$ cat src/rtl/dcim_oai_mac.sv
// dcim_oai_mac: bit-serial multi-channel MAC built on the OAI partial-product cell.
// Each lane holds a captured weight and streams its activation LSB-first, one bit
// per clock. Partial products are shifted and accumulated per lane. The top level
// sequences IDLE/RUN/DONE and registers the per-lane results and their sum.

module dcim_oai_lane #(
  parameter int WIDTH = 12,
  parameter int XBITS = 8,
  parameter int ACC_W = WIDTH + XBITS,
  parameter int CNT_W = 3
) (
  input  logic             clk,
  input  logic             rst_n,
  input  logic             load_i,
  input  logic             step_i,
  input  logic [WIDTH-1:0] w_i,
  input  logic [XBITS-1:0] x_i,
  input  logic             en_i,
  input  logic             c_i,
  input  logic             d_i,
  input  logic [CNT_W-1:0] bit_idx_i,
  output logic [ACC_W-1:0] acc_d_o
);

  logic [WIDTH-1:0] w_q;
  logic [XBITS-1:0] x_q;
  logic             en_q;
  logic [ACC_W-1:0] acc_q;
  logic [WIDTH-1:0] e, pp;

  // OAI cell output, inverted back to a partial product, shifted into the accumulator
  always_comb begin
    e       = ~((w_q | {WIDTH{c_i}}) & ({WIDTH{x_q[0]}} | {WIDTH{d_i}}));
    pp      = ~e;
    acc_d_o = en_q ? acc_q + (ACC_W'(pp) << bit_idx_i) : '0;
  end

  // Operand capture on accept; activation shifts right so bit 0 is always the live bit
  always_ff @(posedge clk) begin
    if (!rst_n) begin
      w_q   <= '0;
      x_q   <= '0;
      en_q  <= 1'b0;
      acc_q <= '0;
    end else if (load_i) begin
      w_q   <= w_i;
      x_q   <= x_i;
      en_q  <= en_i;
      acc_q <= '0;
    end else if (step_i) begin
      x_q   <= x_q >> 1;
      acc_q <= acc_d_o;
    end
  end

endmodule

module dcim_oai_mac #(
  parameter int WIDTH = 12,
  parameter int XBITS = 8,
  parameter int CH    = 4,
  parameter int ACC_W = WIDTH + XBITS,
  parameter int SUM_W = ACC_W + $clog2(CH) + 1
) (
  input  logic                clk,
  input  logic                rst_n,
  input  logic                start_valid,
  output logic                start_ready,
  input  logic [CH*WIDTH-1:0] w_in,
  input  logic [CH*XBITS-1:0] x_in,
  input  logic [1:0]          mode,
  input  logic [CH-1:0]       ch_en,
  output logic                out_valid,
  input  logic                out_ready,
  output logic [CH*ACC_W-1:0] out_data,
  output logic [SUM_W-1:0]    out_sum,
  output logic                busy
);

  localparam int CNT_W = (XBITS > 1) ? $clog2(XBITS) : 1;

  typedef enum logic [1:0] {IDLE, RUN, DONE} state_t;

  state_t                       state_q, state_d;
  logic   [CNT_W-1:0]           cnt_q;
  logic   [1:0]                 mode_q;
  logic   [CH-1:0][ACC_W-1:0]   acc_d;
  logic   [SUM_W-1:0]           sum_d;
  logic   [CH*ACC_W-1:0]        out_data_q;
  logic   [SUM_W-1:0]           out_sum_q;
  logic                         accept, last_bit;

  assign start_ready = (state_q == IDLE) || (state_q == DONE && out_ready);
  assign accept      = start_valid && start_ready;
  assign last_bit    = (cnt_q == CNT_W'(XBITS - 1));
  assign out_valid   = (state_q == DONE);
  assign busy        = (state_q == RUN);
  assign out_data    = out_data_q;
  assign out_sum     = out_sum_q;

  for (genvar k = 0; k < CH; k++) begin : g_lane
    dcim_oai_lane #(
      .WIDTH (WIDTH),
      .XBITS (XBITS),
      .ACC_W (ACC_W),
      .CNT_W (CNT_W)
    ) u_lane (
      .clk       (clk),
      .rst_n     (rst_n),
      .load_i    (accept),
      .step_i    (busy),
      .w_i       (w_in[k*WIDTH +: WIDTH]),
      .x_i       (x_in[k*XBITS +: XBITS]),
      .en_i      (ch_en[k]),
      .c_i       (mode_q[1]),
      .d_i       (mode_q[0]),
      .bit_idx_i (cnt_q),
      .acc_d_o   (acc_d[k])
    );
  end

  // Cross-channel sum of the lanes' next accumulator values (disabled lanes give 0)
  always_comb begin
    sum_d = '0;
    for (int k = 0; k < CH; k++) sum_d = sum_d + SUM_W'(acc_d[k]);
  end

  // Next-state logic; DONE may hand straight back to RUN when a new request waits
  always_comb begin
    state_d = state_q;
    case (state_q)
      IDLE:    if (start_valid) state_d = RUN;
      RUN:     if (last_bit) state_d = DONE;
      DONE:    if (out_ready) state_d = start_valid ? RUN : IDLE;
      default: state_d = IDLE;
    endcase
  end

  // State, bit counter, mode capture and result registers
  always_ff @(posedge clk) begin
    if (!rst_n) begin
      state_q    <= IDLE;
      cnt_q      <= '0;
      mode_q     <= '0;
      out_data_q <= '0;
      out_sum_q  <= '0;
    end else begin
      state_q <= state_d;
      if (accept) begin
        cnt_q  <= '0;
        mode_q <= mode;
      end else if (busy) begin
        cnt_q <= cnt_q + 1'b1;
      end
      if (busy && last_bit) begin
        out_data_q <= acc_d;
        out_sum_q  <= sum_d;
      end
    end
  end

endmodule
$ cat config.mk
export PLATFORM = sky130hd
export DESIGN_NAME = dcim_oai_mac
export DESIGN_NICKNAME = d
export VERILOG_FILES = /design/src/rtl/dcim_oai_mac.sv
export SDC_FILE = /design/constraint.sdc
export NUM_CORES = 1
export LEC_CHECK = 0
export CAP_MARGIN = 5
export CORE_MARGIN = 2
export CORE_UTILIZATION = 58
export CTS_BUF_LIST = sky130_fd_sc_hd__clkbuf_4 sky130_fd_sc_hd__clkbuf_8 sky130_fd_sc_hd__clkbuf_16
export DETAILED_ROUTE_END_ITERATION = 10
export MAX_ROUTING_LAYER = met4
export PLACE_DENSITY = 0.82
export SLEW_MARGIN = 20
export SYNTH_ARGS = -nofsm -noshare
export SYNTH_HDL_FRONTEND = slang
export SYNTH_SLANG_ARGS = --single-unit
export TNS_END_PERCENT = 20
$ cat constraint.sdc
create_clock -name clk -period 8.3 [get_ports clk]
set_clock_uncertainty 0.15 [all_clocks]
set_input_delay 1.66 -clock clk [delete_from_list [all_inputs] [get_ports clk]]
set_output_delay 1.66 -clock clk [all_outputs]
set_load 0.03 [all_outputs]
== Word level (Yosys, flattened, before mapping) ==
Index checks and enable logic that the tools add are counted.
Widths: inputs -> output; s select.

* Add/sub/neg operators: 8
* Multipliers: 0
* Divide/modulo/power cells: 0
* Order comparisons: 0
* Eq/ne operators: 6
* Shift operators: 4
* Muxes and demuxes: 17
* Bitwise logic cells: 21
* Reductions and logical operators: 8

{| class="wikitable"
|+ Operator list
! cell !! count
|-
| $not 12->12 || 8
|-
| $or 12x12->12 || 8
|-
| $add 20x20->20 || 4
|-
| $mux 20 || 4
|-
| $shl 12x3->20 || 4
|-
| $mux 8 || 8
|-
| $and 12x12->12 || 4
|-
| $add 22x20->23 || 1
|-
| $add 21x20->22 || 1
|-
| $add 20x20->21 || 1
|-
| $mux 2 || 3
|-
| $pmux 2 s3 || 1
|-
| $ne 2x1->1 const B || 2
|-
| $add 3x1->3 const B || 1
|-
| $eq 3x3->1 const B || 1
|-
| $logic_and 1x1->1 || 3
|-
| $reduce_and 3->1 || 1
|-
| $eq 2x1->1 const B || 1
|-
| $eq 2x2->1 const B || 1
|-
| $logic_not 2->1 || 1
|-
| $ne 2x2->1 const B || 1
|-
| $reduce_bool 2->1 || 1
|-
| $reduce_or 2->1 || 1
|-
| $logic_or 1x1->1 || 1
|-
| other kinds (2) || 2
|}

* Register bits after elaboration: 274
* Latch bits: 0
* Bits in writable memories: 0
* ROM bits: 0
* Input bits: 90
* Word-level logic and storage cells: 85
* Memories: 0

== Logic depth before layout (Yosys ltp) ==
Gate-level depths: netlist (run 1).

* Depth in word-level cells: 10
* Depth in mapped cells: 31

== Hierarchy ==
From an unflattened synthesis (run 1), not the netlist that was laid out.

* Cells, all modules: 2297
* Area, all modules: 19045.8 µm²

{| class="wikitable"
|+ Modules (own cells, without submodules)
! module !! instances !! cells an instance !! area an instance (µm²) !! seq. area each (µm²)
|-
| dcim_oai_lane (g_lane[1].u_lane ...) || 2 || 381 || 3151.8 || 820.8
|-
| dcim_oai_mac || 1 || 758 || 6269.8 || 2182.1
|-
| dcim_oai_lane (g_lane[0].u_lane) || 1 || 381 || 3244.4 || 820.8
|-
| dcim_oai_lane (g_lane[3].u_lane) || 1 || 396 || 3228.1 || 820.8
|}

== Worst setup path before layout (run 1) ==
No wires, ideal clock.

* Kind: register to register
* Start point: reg cnt_q[0]
* End point: reg out_sum_q[20] (netlist: out_sum[20])
* Data arrival time: 6038 ps
* Required time: 8021 ps
* Path slack: 1983 ps
* Stages on the path, launching flop included: 31
* Period minus slack after synthesis: 6317 ps
* Cell sequence: dfxtp_1 -> clkbuf_1 -> clkbuf_1 -> mux2_2 -> o21ai_0 -> nor2_1 -> nor2_1 -> mux2i_1 -> ha_1 -> a21o_1 -> a21o_1 -> a2111oi_0 -> or3_1 -> nand2_1 -> a31oi_1 -> xnor2_1 -> and2_1 -> fa_1 -> inv_1 -> fa_1 -> inv_1 -> ha_1 -> clkbuf_1 -> a21o_1 -> a21o_1 -> a21o_1 -> a21oi_1 -> o211ai_1 -> a41oi_1 -> xor2_1 -> o21ai_0

{| class="wikitable"
|+ RTL lines
! element !! RTL line !! RTL
|-
| start, declared || 85 || <nowiki>logic [CNT_W-1:0] cnt_q;</nowiki>
|-
| start signal, assigned || 153 || <nowiki>cnt_q <= cnt_q + 1'b1;</nowiki>
|-
| end signal, assigned || 157 || <nowiki>out_sum_q <= sum_d;</nowiki>
|-
| end, declared || 90 || <nowiki>logic [SUM_W-1:0] out_sum_q;</nowiki>
|}

==> results by stage, run 1 <==
Run status:
- The flow ran to the end, and the final reports show no timing, DRC or antenna violations.

Setup path:
- The most prevalent standard cell on the critical path is sky130_fd_sc_hd__a21oi_1.
- The largest fanout on the critical path is 28.
- The peak per-stage delay on the critical path is 0.68 ns.
- Among all stages on the critical path, the largest delay is contributed by sky130_fd_sc_hd__dfxtp_2.
- In this run the critical register-to-register path is captured at out_sum[19]$_SDFFE_PN0P_.
- The kind of cell with the highest combined delay on the critical path is compound AO/OA/AOI/OAI gates.
- The type of destination of the critical path is a flop.
- The critical path contains buffers and inverters numbering 3 combined.
- The setup slack of the most critical reg-to-reg path is approximately 0.76 ns.
- Data on the critical path arrives at its endpoint at between 7 and 8 ns.
- The depth of the worst register-to-register path is 28.
- The critical path launch point type is a flop.
- The category of the most critical setup path is reg -> reg.
- STA puts the critical path data required time at between 8 and 9 ns.
- The worst flop-to-flop path startpoint is cnt_q[0]$_SDFFE_PP0P_.

Logic synthesis:
- The commonest register cell after synthesis is sky130_fd_sc_hd__dfxtp_1.
- The total of flip-flops plus latches after synthesis is 273.
- The share of synthesized registers carrying an async set or reset is 0%.
- Dividing the synthesized area by the synthesized cell count gives 8.03 sq um.
- The total standard cell area after synthesis is approximately 18000 sq um.
- During synthesis, Yosys emitted a total of 0 warnings.
- The number of enable flip-flop cells after synthesis is 0.
- After synthesis, flip-flops and latches occupy 30.9% of the total area.
- The number of different library cells used by synthesis comes to 75.
- In the synthesized netlist, the number of instances is 2201.
- The number of nets in the synthesized netlist is 2436.

Clock tree:
- In this run the number of H-tree levels came out at 1.
- The cell chosen for the clock root is sky130_fd_sc_hd__clkbuf_16.
- The post-CTS setup buffer count is 0.
- TritonCTS built the clock tree.
- The clock-pin slew of the registers on the worst-case setup and hold paths is 0.06 ns.
- The source-to-sink clock delay at the later pin of the worst-skew pair is 0.60 ns.
- In this run, CTS created clock tree buffers numbering 31.
- The number of hold buffers added after cts is 0.
- The maximum buffer depth of the clock tree is 3.
- The post-CTS resize count is 0.
- The clock net in this run drives a total of 273 sinks.

Finish:
- Cells with a size suffix above 1 make up 6.87% of the layout.
- The layout overhead on the synthesized area is 18.1%.
- The count of nets after finishing is about 2600.
- Once layout is complete, the utilization of the core stands at approximately 70%.
- 0 antenna diodes ended up in the layout.

Timing:
- The final-report hold violation count is 0.
- The total negative setup slack is 0 ns.
- The share of the clock period used by the worst path is 90.9%.
- The highest attainable clock frequency is ~0.13 GHz.
- The final hold slack is 0.304 ns.
- For the pin with the worst max-slew slack, the measured transition is 0.887 ns.
- Setup violations remaining at the end of the flow were counted as 0.
- Setup repair after global routing left no endpoint under its margin.
- The worst pin sits at a relative slew slack of 40.8%.
- The final max-slew violation count is 0.
- The minimum clock period after layout is 7.54 ns.

Worst hold path:
- The worst hold path was traced through 2 stages.
- The worst hold path begins at out_sum[15]$_SDFFE_PN0P_.
- The path category of the worst min-delay check is reg -> reg.
- The end point of the most critical hold path is out_sum[15]$_SDFFE_PN0P_.

Power and ir drop:
- The leakage power is 8.89 nW.
- VDD sags by at most 0.000170 V.
- The total power after layout is 3.12 mW.
- The power density over the cells is 150 nW/um^2.

Route:
- Summing over every cut layer, the via total after detailed routing is 16700.
- The post-route DRC violation count is 0.
- The mean number of vias per cell is 6.12.
- Once detail routing completed, the nets flagged for antenna violations numbered 0.
- The number of DRC markers in iteration 0 is 1566.
- For this run, the detailed router's first-pass iteration total came to 8.
- The routed wire length is between 50000 and 60000 um.
- After detailed routing, the average wire length per cell comes to about 21 um.

GRT:
- The combined global-route utilization of all metal layers is 36.7%.
- Entering global routing, the biggest net connects 110 pins.
- The first global-routing pass estimated 88500 um of wire.
- The initial antenna violation count is 0.
- Summed over all layers, the global routing overflow is 0.
- The number of global-route vias before repair was 16200.

Floorplanning:
- The initialized floorplan defines 63 standard-cell rows.
- The floorplan step set the die height to 179 um.
- The area of the die is 31900 sq um.
- In this run the standard cell core region covers 29800 sq um.
- For this design the top-level I/O count stands at 196.
- Once the floorplan was initialized, standard cells occupied approximately 59% of the core.
- The floorplan step set the die width to 179 um.

Placement:
- The weighted congestion at the end of routability-driven global placement is 1.03.
- The number of buffers added on ports is roughly 190.
- The final HPWL from detailed placement is 42600 um.

Run:
- The number of violations of the max-capacitance limit is 0.
[metrics by stage]
stage	instances	worst slack (ns)	area (sq um)
2_1_floorplan	2201	1.98	17700
3_3_place_gp	2676	1.19	19800
3_5_place_dp	2676	1.00	19800
4_1_cts	2732	0.957	20900
5_1_grt	2733	0.372	20900
6_report	2733	0.755	20900
[synthesized netlist by cell type, types with 10 or more instances]
| cell | n | share of area (%) |
|---|---|---|
| sky130_fd_sc_hd__a222oi_1 | 24 | 1.4 |
| sky130_fd_sc_hd__xor2_1 | 32 | 1.6 |
| sky130_fd_sc_hd__nor2_1 | 183 | 3.9 |
| sky130_fd_sc_hd__a21boi_0 | 87 | 3.7 |
| sky130_fd_sc_hd__a22o_1 | 68 | 3.4 |
| sky130_fd_sc_hd__buf_1 | 15 | 0.32 |
| sky130_fd_sc_hd__a31oi_1 | 12 | 0.42 |
| sky130_fd_sc_hd__o21ai_0 | 120 | 3.4 |
| sky130_fd_sc_hd__mux2i_1 | 27 | 1.5 |
| sky130_fd_sc_hd__nor3_1 | 12 | 0.34 |
| sky130_fd_sc_hd__nand2_1 | 363 | 7.7 |
| sky130_fd_sc_hd__a21o_1 | 59 | 2.5 |
| sky130_fd_sc_hd__inv_1 | 96 | 2.0 |
| sky130_fd_sc_hd__nor2b_1 | 33 | 1.2 |
| sky130_fd_sc_hd__nand4_1 | 16 | 0.57 |
| sky130_fd_sc_hd__nand2b_1 | 16 | 0.57 |
| sky130_fd_sc_hd__o22ai_1 | 15 | 0.53 |
| sky130_fd_sc_hd__nand3_1 | 38 | 1.1 |
| sky130_fd_sc_hd__dfxtp_1 | 273 | 31 |
| sky130_fd_sc_hd__ha_1 | 101 | 7.1 |
| sky130_fd_sc_hd__fa_1 | 44 | 5.0 |
| sky130_fd_sc_hd__a21oi_1 | 131 | 3.7 |
| sky130_fd_sc_hd__xnor2_1 | 40 | 2.0 |
| sky130_fd_sc_hd__clkbuf_1 | 119 | 2.5 |
| sky130_fd_sc_hd__o21a_1 | 15 | 0.64 |
| sky130_fd_sc_hd__o31ai_1 | 10 | 0.42 |
| sky130_fd_sc_hd__o21ai_1 | 25 | 0.71 |
| sky130_fd_sc_hd__mux2_2 | 52 | 3.3 |
| sky130_fd_sc_hd__and2_1 | 58 | 2.1 |
[area by class of cell]
type / instances / area (sq um)
fill: 2427 / 8910
sequential: 273 / 5470
clock buffer: 48 / 966
multi-input combinational: 1692 / 11300
tap: 390 / 488
timing repair buffer: 221 / 2160
inverter: 101 / 379
clock inverter: 8 / 82.6
[worst max-delay path by stage]
stage	startpoint	to	slack, ns	cells after the start
finish	cnt_q[0]$_SDFFE_PP0P_	out_sum[19]$_SDFFE_PN0P_	0.76	28
global route	cnt_q[0]$_SDFFE_PP0P_	out_sum[18]$_SDFFE_PN0P_	0.37	28
CTS	cnt_q[0]$_SDFFE_PP0P_	out_sum[18]$_SDFFE_PN0P_	0.96	28
detailed placement	cnt_q[0]$_SDFFE_PP0P_	out_sum[18]$_SDFFE_PN0P_	1.00	28
global placement	cnt_q[0]$_SDFFE_PP0P_	out_sum[18]$_SDFFE_PN0P_	1.19	28
floorplan	cnt_q[0]$_SDFFE_PP0P_	out_sum[20]$_SDFFE_PN0P_	1.98	30
[worst min-delay path: stages, from the launching register on]
cell                      delay, ns
sky130_fd_sc_hd__dfxtp_1       0.31
sky130_fd_sc_hd__nand2_1       0.05
sky130_fd_sc_hd__o21ai_1       0.05
[cell families (layout without fill, tap and decap cells)]
group	count (synthesis)	count (layout)	share of synthesized area, %
flip-flops	273	273	30.9
other	1	1	0.0212
AND/OR/NAND/NOR	758	758	19.0
buffers and inverters	236	378	5.03
AO/OA/AOI/OAI	635	635	24.3
XOR/XNOR	73	73	3.66
multiplexers	80	80	4.91
adder cells (fa/ha/maj)	145	145	12.1
[layout by cell type, fill, tap and decap left out, drive strengths merged, types with 53 or more instances in the layout]
cell type        n
a22o            68
clkdlybuf4s50  193
a21boi          87
a21oi          133
a21o            59
nand2          363
dfxtp          273
inv            100
mux2            53
ha             101
o21ai          145
nor2           183
and2            58
[report_power, final]
group / switching [mW] / internal (mW) / total [mW]
Combinational: 0.207 / 0.136 / 0.343
Clock: 0.584 / 0.828 / 1.41
Sequential: 0.0290 / 1.34 / 1.37
[state kept, by name (all words and copies together), names as in the netlist]
name	flops
state_q	2
g_lane.u_lane.en_q	4
g_lane.u_lane.acc_q	80
out_data	80
mode_q	2
out_sum	22
g_lane.u_lane.w_q	48
g_lane.u_lane.x_q	32
cnt_q	3
[metal layers]
metal	wire, um	global-route usage [%]
met3	4480	7.10
met2	25700	57.7
met5	0	-
met1	24000	45.7
met4	2930	16.5
Note: power is estimated with default switching activity, not from simulation.
==> inputs of run 2 (changes only) <==
CORE_ASPECT_RATIO = 1.1   (was unset)
==> results by stage, run 2 (synthesis gave the netlist of run 1 again) <==
Run status:
- The flow ran to the end, and the final reports show no timing, DRC or antenna violations.

Finish:
- The total inserted antenna cells is 0 (unchanged).
- The footprint of the multi-input gates is 11300 sq um (about the same).
- The count of nets after finishing is 2552 (-0.12%).
- The count of filler cells inserted in the layout is 2574 (+6.1%).
- The layout overhead on the synthesized area is 18.2% (about the same).
- The sequential cell area is 5470 sq um (unchanged).
- The top cell types in the final layout, fill and taps aside, are sky130_fd_sc_hd__nand2_1, sky130_fd_sc_hd__dfxtp_1, sky130_fd_sc_hd__clkdlybuf4s50_1.
- Leaving out fill and tap cells, the most frequent cell in the layout is sky130_fd_sc_hd__nand2_1.
- The core occupancy in the finished layout is 69.0% (-1.0 points).
- The share of cells above drive strength 1 was 6.76% (-0.12 points).

Floorplanning:
- The area of the die is 31900 sq um (about the same).
- The initial standard-cell utilization of the core is 58.4% (-0.91 points).
- The number of placement rows came to 67 (+6.3%).
- The number of ports placed on the die boundary was 196 (unchanged).
- The die height is 187 um (+4.8%).
- The standard cell core area came to 30300 sq um (+1.6%).
- The horizontal die dimension is 170 um (-4.6%).

Timing:
- The relative max-transition margin came to 27.5% (-13 points).
- The actual slew at the worst max-slew pin is 1.09 ns (+0.201 ns).
- The total negative setup slack is 0 ns (unchanged).
- The final-report hold violation count is 0 (unchanged).
- The final max-slew violation count is 0 (unchanged).
- The minimum clock period after layout is 7.54 ns (-0.00228 ns).
- The highest attainable clock frequency is 0.133 GHz (about the same).
- The count of final setup violators is 0 (unchanged).
- The share of the clock period used by the worst path is 90.9% (about the same).
- Setup repair after global routing left no endpoint under its margin.
- The final hold slack is 0.296 ns (-0.00805 ns).

Route:
- The number of optimization iterations in the first detailed-route pass is 8 (unchanged).
- After detailed routing, no signal wire sits above met4.
- The mean number of vias per cell is 6.02 (-1.6%).
- The post-route DRC violation count was 0 (unchanged).
- The detailed-routed wire length on met2 is 25600 um (-0.48%).
- The number of DRC markers in iteration 0 is 1569 (+0.19%).
- The average routed wire per standard cell was 20.1 um (-3.7%).
- The routed wire length came to 55400 um (-3.0%).
- The routed length on met3 is 3570 um (-20%).
- The wire length on met1 is 23400 um (-2.6%).
- The number of vias in the routed layout came to 16600 (-0.91%).
- The count of nets left with antenna violations after detail routing is 0 (unchanged).

Setup path:
- The worst setup path is of the reg -> reg kind.
- The cell family contributing the most delay on the critical path is compound AO/OA/AOI/OAI gates.
- The end of the critical path is out_sum[20]$_SDFFE_PN0P_.
- The peak per-stage delay on the critical path is 0.76 ns (+0.08 ns).
- The depth of the worst register-to-register path is 27 (-3.6%).
- The largest fanout on the critical path was 36 (+29%).
- The critical path launch point type is a flop.
- The buffer and inverter count on the worst path was 3 (unchanged).
- The setup slack of the most critical reg-to-reg path was 0.76 ns (about the same).
- The instance count on the critical path is 27 (-3.6%).
- The worst flop-to-flop path startpoint is cnt_q[0]$_SDFFE_PP0P_.
- The worst setup path is captured at a flop.
- On the critical path, the stage with the largest delay is an instance of sky130_fd_sc_hd__a2111oi_1.
- The data required time at the worst endpoint is 8.56 ns (-0.07 ns).
- The start point of the critical path is cnt_q[0]$_SDFFE_PP0P_.
- The destination of the worst register-to-register timing path is out_sum[20]$_SDFFE_PN0P_.
- The data arrival time at the worst-slack endpoint is 7.80 ns (-0.07 ns).
- The most prevalent standard cell on the critical path is sky130_fd_sc_hd__a21o_1.

Placement:
- The number of buffers added on ports is 194 (unchanged).
- The weighted congestion at the end of routability-driven global placement is 1.02 (-1.3%).
- The final HPWL from detailed placement is 41900 um (-1.5%).

GRT:
- The global-route wire length before repair is 87200 um (-1.4%).
- The number of global-route vias before repair is 16100 (-0.33%).
- The largest net degree at the start of global routing was 102 (-7.3%).
- The global route total overflow came to 0 (unchanged).
- The initial antenna violation count is 0 (unchanged).
- The combined global-route utilization of all metal layers is 35.6% (-1.0 points).

Clock tree:
- The source-to-sink clock delay at the later pin of the worst-skew pair is 0.58 ns (-0.02 ns).
- The number of clock sinks seen by CTS is 273 (unchanged).
- The post-CTS resize count is 0 (unchanged).
- The clock-pin slew of the registers on the worst-case setup and hold paths was 0.06 ns (about the same).
- The level count of the clock H-tree is 1 (unchanged).
- The number of CTS-inserted buffers is 30 (-3.2%).
- The number of hold buffers added after cts is 0 (unchanged).
- The post-CTS setup buffer count is 0 (unchanged).
- The TritonCTS clock tree is done.
- The maximum buffer depth of the clock tree came to 3 (unchanged).
- The cell chosen for the clock root is sky130_fd_sc_hd__clkbuf_16.

Worst hold path:
- The worst hold path belongs to the class reg -> reg.

Power and ir drop:
- The peak ir drop on the vdd network is 0.000215 V (+27%).
- The power density over the cells was 150 nW/um^2 (about the same).
- The leakage power is 8.88 nW (about the same).

Run:
- The number of violations of the max-capacitance limit is 0 (unchanged).
[run 2: changes by cell type in the layout (fill, tap and decap cells not counted), moves of 2 or more]
| cell | change |
|---|---|
| sky130_fd_sc_hd__clkbuf_4 | -3 |
| sky130_fd_sc_hd__bufinv_16 | +3 |
| sky130_fd_sc_hd__clkinv_2 | +2 |
| sky130_fd_sc_hd__clkbuf_8 | -3 |
| sky130_fd_sc_hd__clkinv_8 | +2 |
[run 2: layout make-up]
type	instances	share of cell area, %
Clock buffer	41	4.20
Clock inverter	13	0.898
Inverter	101	1.81
Multi-Input combinational cell	1692	54.3
Sequential cell	273	26.2
Tap cell	414	2.48
Timing Repair Buffer	219	10.2
[run 2: worst min path at each step]
stage | from | endpoint | cells past startpoint
detailed placement | out_sum[15]$_SDFFE_PN0P_ | out_sum[15]$_SDFFE_PN0P_ | 2
finish | out_sum[15]$_SDFFE_PN0P_ | out_sum[15]$_SDFFE_PN0P_ | 2
global placement | out_data[16]$_SDFFE_PN0P_ | out_data[16]$_SDFFE_PN0P_ | 2
CTS | out_sum[15]$_SDFFE_PN0P_ | out_sum[15]$_SDFFE_PN0P_ | 2
floorplan | g_lane[2].u_lane.acc_q[14]$_SDFFE_PP0P_ | g_lane[2].u_lane.acc_q[14]$_SDFFE_PP0P_ | 2
global route | out_sum[15]$_SDFFE_PN0P_ | out_sum[15]$_SDFFE_PN0P_ | 2
[run 2: worst min-delay path: stages, from the launching register on]
cell and delay (ns):
sky130_fd_sc_hd__dfxtp_1 0.31, sky130_fd_sc_hd__nand2_1 0.05, sky130_fd_sc_hd__o21ai_1 0.05
[run 2: per-stage QoR]
step	worst slack [ns]	area [sq um]	power (mW)	std cells
after floorplan	1.98	17700	1.60	2201
after global placement	1.06	19800	1.72	2699
after detailed placement	0.977	19800	1.72	2699
after CTS	0.920	20900	3.13	2753
after global routing	0.399	20900	3.22	2753
final	0.757	20900	3.13	2753
[run 2: routing by layer]
metal | vias to the layer above | track usage (%)
li1 | 7906 | -
met2 | 635 | 57.5
met4 | 0 | 15.4
met5 | - | -
met3 | 140 | 5.50
met1 | 7880 | 44.3
[run 2: where the power goes]
group | internal [mW] | leakage [nW] | switching, mW
registers | 1.34 | 2.21 | 0.0301
clock network | 0.862 | 0.536 | 0.563
logic | 0.132 | 6.13 | 0.202
